### config.mk
export PLATFORM = sky130hd
export DESIGN_NAME = instr_fetch
export DESIGN_NICKNAME = d
export VERILOG_FILES = /design/src/rtl/instr_fetch.sv
export SDC_FILE = /design/constraint.sdc
export NUM_CORES = 1
export LEC_CHECK = 0
export ABC_CLOCK_PERIOD_IN_PS = 5100
export BUFFER_PORTS_ARGS = -buffer_cell sky130_fd_sc_hd__buf_2
export CORE_MARGIN = 5
export CORE_UTILIZATION = 30
export CTS_BUF_LIST = sky130_fd_sc_hd__clkbuf_4 sky130_fd_sc_hd__clkbuf_8
export DETAILED_ROUTE_END_ITERATION = 12
export GPL_ROUTABILITY_DRIVEN = 0
export GPL_TIMING_DRIVEN = 0
export PLACE_DENSITY = 0.56
export SYNTH_ARGS = -nofsm -noshare
export SYNTH_HDL_FRONTEND = slang
export SYNTH_SLANG_ARGS = --single-unit
### constraint.sdc
create_clock -name Clk -period 5.1 [get_ports Clk]
set_input_delay 0.51 -clock Clk [delete_from_list [all_inputs] [get_ports Clk]]
set_output_delay 0.51 -clock Clk [all_outputs]
set_load 0.005 [all_outputs]
### src/rtl/instr_fetch.sv
`default_nettype none
// ============================================================================
//  Module   : instr_fetch
//  Purpose  : Program counter and fetch sequencer for the 9-bit processor.
//             It drives ProgCtr into the instruction ROM and steps the PC.
//             A taken beq redirects the PC through an internal branch-target
//             LUT. It also sequences program start, halt detection and the
//             Done handshake.
//  Ports    :
//    Clk        in   clock, rising-edge active
//    Reset      in   synchronous active-high reset (also clears the LUT)
//    Start      in   start request, honoured in IDLE and DONE only
//    Instr      in   [IW-1:0] instruction at ProgCtr (combinational ROM)
//    Branch     in   decoder branch flag for the current instruction
//    Zero       in   ALU equality result for the current beq
//    TgtWe      in   branch-target LUT write enable
//    TgtAddr    in   [LW-1:0] LUT write index
//    TgtData    in   [PW-1:0] LUT write data (absolute target)
//    ProgCtr    out  [PW-1:0] current program counter
//    Running    out  high while in RUN
//    Done       out  high while in DONE
//    CycleCount out  [15:0] executed-cycle counter, saturating
//  Revision : 1.0  initial release
// ============================================================================
module instr_fetch #(
  parameter int unsigned     PW   = 10,
  parameter int unsigned     IW   = 9,
  parameter int unsigned     LW   = 4,
  parameter logic [IW-1:0]   HALT = '0
) (
  input  logic          Clk,
  input  logic          Reset,
  input  logic          Start,
  input  logic [IW-1:0] Instr,
  input  logic          Branch,
  input  logic          Zero,
  input  logic          TgtWe,
  input  logic [LW-1:0] TgtAddr,
  input  logic [PW-1:0] TgtData,
  output logic [PW-1:0] ProgCtr,
  output logic          Running,
  output logic          Done,
  output logic [15:0]   CycleCount
);

  localparam int unsigned NTGT = 1 << LW;

  localparam logic [1:0] S_IDLE = 2'd0;
  localparam logic [1:0] S_RUN  = 2'd1;
  localparam logic [1:0] S_DONE = 2'd2;

  logic [1:0]    r_state;
  logic [PW-1:0] r_pc;
  logic [15:0]   r_cnt;
  logic [PW-1:0] r_lut [NTGT];

  logic          w_halt;
  logic          w_taken;
  logic [PW-1:0] w_target;

  assign w_halt   = (Instr == HALT);
  assign w_taken  = Branch && Zero;
  // Read before the edge, so a same-edge LUT write is seen only next cycle.
  assign w_target = r_lut[Instr[LW-1:0]];

  always_ff @(posedge Clk) begin
    if (Reset) begin
      r_state <= S_IDLE;
      r_pc    <= '0;
      r_cnt   <= '0;
      for (int i = 0; i < NTGT; i++) begin
        r_lut[i] <= '0;
      end
    end else begin
      if (TgtWe) begin
        r_lut[TgtAddr] <= TgtData;
      end

      case (r_state)
        S_IDLE: begin
          r_pc <= '0;
          if (Start) begin
            r_state <= S_RUN;
            r_cnt   <= '0;
          end
        end
        S_RUN: begin
          // The halt edge is an executed cycle too, so it is counted.
          if (r_cnt != 16'hFFFF) begin
            r_cnt <= r_cnt + 16'd1;
          end
          if (w_halt) begin
            r_state <= S_DONE;
          end else if (w_taken) begin
            r_pc <= w_target;
          end else begin
            r_pc <= r_pc + PW'(1);
          end
        end
        S_DONE: begin
          if (Start) begin
            r_state <= S_RUN;
            r_pc    <= '0;
            r_cnt   <= '0;
          end
        end
        default: begin
          r_state <= S_IDLE;
          r_pc    <= '0;
        end
      endcase
    end
  end

  assign ProgCtr    = r_pc;
  assign CycleCount = r_cnt;
  assign Running    = (r_state == S_RUN);
  assign Done       = (r_state == S_DONE);

endmodule
`default_nettype wire

==> key figures <==
Run status
  • Status: finished, final reports clean

Timing
  • Setup TNS: 0 ns
  • Setup ws final: 2.83 ns
  • Slew @ Worst Pin: 0.807 ns
  • Final setup viols: 0
  • Fin crit share: 0.445
  • RSZ-0062 raised after global routing: false
  • Fmax achieved: 441 MHz
  • Final Max Slew Viols: 0
  • Post-route minimum period: 2.27 ns
  • Hold Fails Final Rpt: 0
  • Worst clock skew: 0.0233 ns
  • Rel. slew slack: 0.462

Drt
  • Vias per cell: 4.85
  • Total number of vias: 5581
  • Pre-Repair DR Iteration Count: 5
  • Number of routed nets with antenna violations: 0
  • First-iteration detailed-routing DRC count: 544
  • WL/cell: 19.6 um
  • WL final: 22600 um
  • DRC Markers: 0

Synthesis
  • Mapped Avg Cell Area: 13.3 um^2
  • Number of synthesized flops with an enable pin: 160
  • Synth area leaders: edfxtp_1 (53%), and2_1 (11%), dfxtp_1 (6.2%)
  • Async S/R FF share, synth: 0
  • Warnings from Yosys: 0
  • Yosys top cell area share: 0.533
  • Gate Count Post-Synth: 676
  • Top_reg_cell synth: edfxtp_1
  • Synthesized area: 9020 um^2
  • Yosys reg bits: 188
  • Synth unique cells: 60
  • Syn_nets: 707
  • Largest area contributor in the netlist: edfxtp_1
  • Register area share after synthesis: 0.595

Setup path
  • Beginning of the critical path: Instr[1]
  • Data arrival, critical path: 2.63 ns
  • Crit start category: primary input
  • Worst Path Required: 5.47 ns
  • CP max-delay cell: clkbuf_1
  • RR Startpoint: r_lut[5][0]$_SDFFCE_PN0P_
  • Endpoint type of the worst setup path: register
  • Crit Path Max Fanout: 10
  • Critical path class: in -> reg
  • Crit path top cell by count: buf_4
  • Peak per-stage delay on the critical path: 0.64 ns
  • Worst-path cell chain: buf_4, buf_4, clkbuf_1, mux4_2, mux2i_1, a21oi_1, a21o_1

Final layout
  • Ant diodes: 0
  • Share of cells above drive strength 1: 0.200
  • # fillers: 2950
  • # nets final: 779
  • Area Overhead vs Synth: 13.0%

GRT
  • Vias in the first global route: 5608
  • Initial antenna violation count: 0
  • Global route total overflow: 0
  • First-pass GRT wire length: 34300 um
  • Largest net degree at the start of global routing: 22
  • GRT Total Usage: 0.137

Placed design
  • IO buf count: 53
  • Pre-CTS setup slack: 2.34 ns
  • Detailed placement HPWL: 16100 um

Min path
  • Hold path start: Start
  • Worst min path class: in -> reg

Die
  • DIE WIDTH: 183 um
  • Die footprint: 33600 um^2
  • Starting Density: 0.304
  • IO Count: 57
  • DIE HEIGHT: 183 um
  • Core ar.: 29600 um^2
  • Rows: 63

Clock tree
  • Cts repair resizes: 0
  • Postcts setup bufs: 0
  • Clock-pin slew on the worst setup and hold paths: 0.10 ns
  • Cts hold-fix bufs: 0
  • CTS Buffer Depth: 2
  • CTS buffer count: 17
  • H-tree depth: 4
  • Clock Latency Late Sink: 0.48 ns
  • Clock sinks: 188
  • Clock root buffer: clkbuf_8
  • CTS tree: done

Power and ir drop
  • Combinational share of power: 0.098
  • Clk network pwr share: 0.329
  • Leakage dissipation: 3.64 nW
  • Total power: 0.00310 W
  • Psw: 0.000850 W
  • PD cells: 304 nW/um^2
  • Flop pwr share: 0.573
  • Worst vdd ir: 165 uV
  • P_int: 0.00225 W
  • Switching Share: 0.274

Flow run
  • Number of maximum-capacitance violations: 0
-- synth_stat cells, types with 3 or more instances --
| cell | n |
|---|---|
| and2_1 | 162 |
| edfxtp_1 | 160 |
| clkbuf_1 | 35 |
| dfxtp_1 | 28 |
| mux4_2 | 24 |
| nor2_1 | 24 |
| nand2_1 | 23 |
| a21oi_1 | 22 |
| mux2i_1 | 19 |
| or2_2 | 17 |
| nand3_1 | 15 |
| mux4_1 | 11 |
| o21ai_0 | 10 |
| or3_1 | 9 |
| nand2b_1 | 8 |
| a21o_1 | 7 |
| nor3_1 | 6 |
| or4_1 | 6 |
| a31oi_1 | 5 |
| buf_2 | 5 |
| inv_1 | 5 |
| nor2b_1 | 5 |
| o31ai_1 | 5 |
| a22oi_1 | 4 |
| and3_1 | 4 |
| a211oi_1 | 3 |
| a221oi_1 | 3 |
| a31o_2 | 3 |
| buf_4 | 3 |
| nand4_1 | 3 |
| o211ai_1 | 3 |
| o21a_1 | 3 |
-- power groups by stage --
| stage | clock network (W) | logic (W) | registers (W) |
|---|---|---|---|
| final | 0.00102 | 0.000303 | 0.00178 |
| after detailed placement | 0 | 0.000305 | 0.00182 |
| after global routing | 0.00110 | 0.000328 | 0.00179 |
| after global placement | 0 | 0.000304 | 0.00181 |
| after CTS | 0.00104 | 0.000306 | 0.00178 |
| after floorplan | 0 | 0.000185 | 0.00180 |
-- layout make-up --
class	count	area (um^2)	area share
plain buffers	49	255	0.0250
clock buffers	17	234	0.0230
clock inverters	15	181	0.0178
inverters	6	22.5	0.00221
multi-input cells	433	3380	0.332
flip-flops and latches	188	5370	0.526
well taps	390	488	0.0479
repair buffers	53	265	0.0260
-- kinds of logic (layout without fill, tap and decap cells) --
logic type               count (synthesis)  in the layout  share of synthesized area
multiplexers                            55             55                      0.114
adder cells (fa/ha/maj)                  2              2                    0.00277
flip-flops                             188            188                      0.595
AND/OR/NAND/NOR                        291            291                      0.189
buffers and inverters                   55            140                     0.0308
XOR/XNOR                                 2              2                    0.00194
AO/OA/AOI/OAI                           83             83                     0.0667
-- routing by layer --
layer  up-vias  routed length [um]  share of wire  track usage
met3        18                1240          0.055       0.0317
met5         -                   0              0            0
li1       2658                   -              -            -
met2       149               10100           0.45        0.211
met1      2756               10700           0.47        0.192
met4         0                 522          0.023       0.0423
-- cell usage in the layout, fill, tap and decap left out, drive strengths merged, types with 15 or more instances in the layout --
cell	instances
buf	67
dfxtp	28
nor2	24
a21oi	22
mux4	35
edfxtp	160
clkbuf	52
nand3	15
mux2i	19
or2	17
nand2	23
inv	15
and2	162
-- registers in the layout (all words and copies together), names as in the netlist --
signal	count
r_lut	160
ProgCtr	10
r_state	2
CycleCount	16
-- path summary, 6_finish.rpt --
| kind | endpoint | slack (ns) | depth (start not counted) |
|---|---|---|---|
| max | ProgCtr[1]$_SDFFE_PP0P_ | 2.83 | 7 |
| min | r_state[0]$_SDFFE_PP0P_ | 0.37 | 3 |
| max reg2reg | ProgCtr[0]$_SDFFE_PP0P_ | 3.10 | 5 |
| min reg2reg | CycleCount[7]$_SDFFE_PP0P_ | 0.50 | 2 |
-- worst max-delay path, delay by kind of cell --
family / cells / cell delay (ns)
AO/OA/AOI/OAI: 2 / 0.37
buffers and inverters: 3 / 1.07
multiplexers: 2 / 0.66
-- through the flow --
step,instance area [um^2],hold WS [ns],util,std cells
floorplan,9020,0.468,-,676
global placement,9780,0.479,0.330,1119
detailed placement,9780,0.484,0.330,1119
CTS,10200,0.350,0.344,1151
global route,10200,0.372,0.344,1151
finish,10200,0.375,0.344,1151
Power figures use the tool's default switching activity.
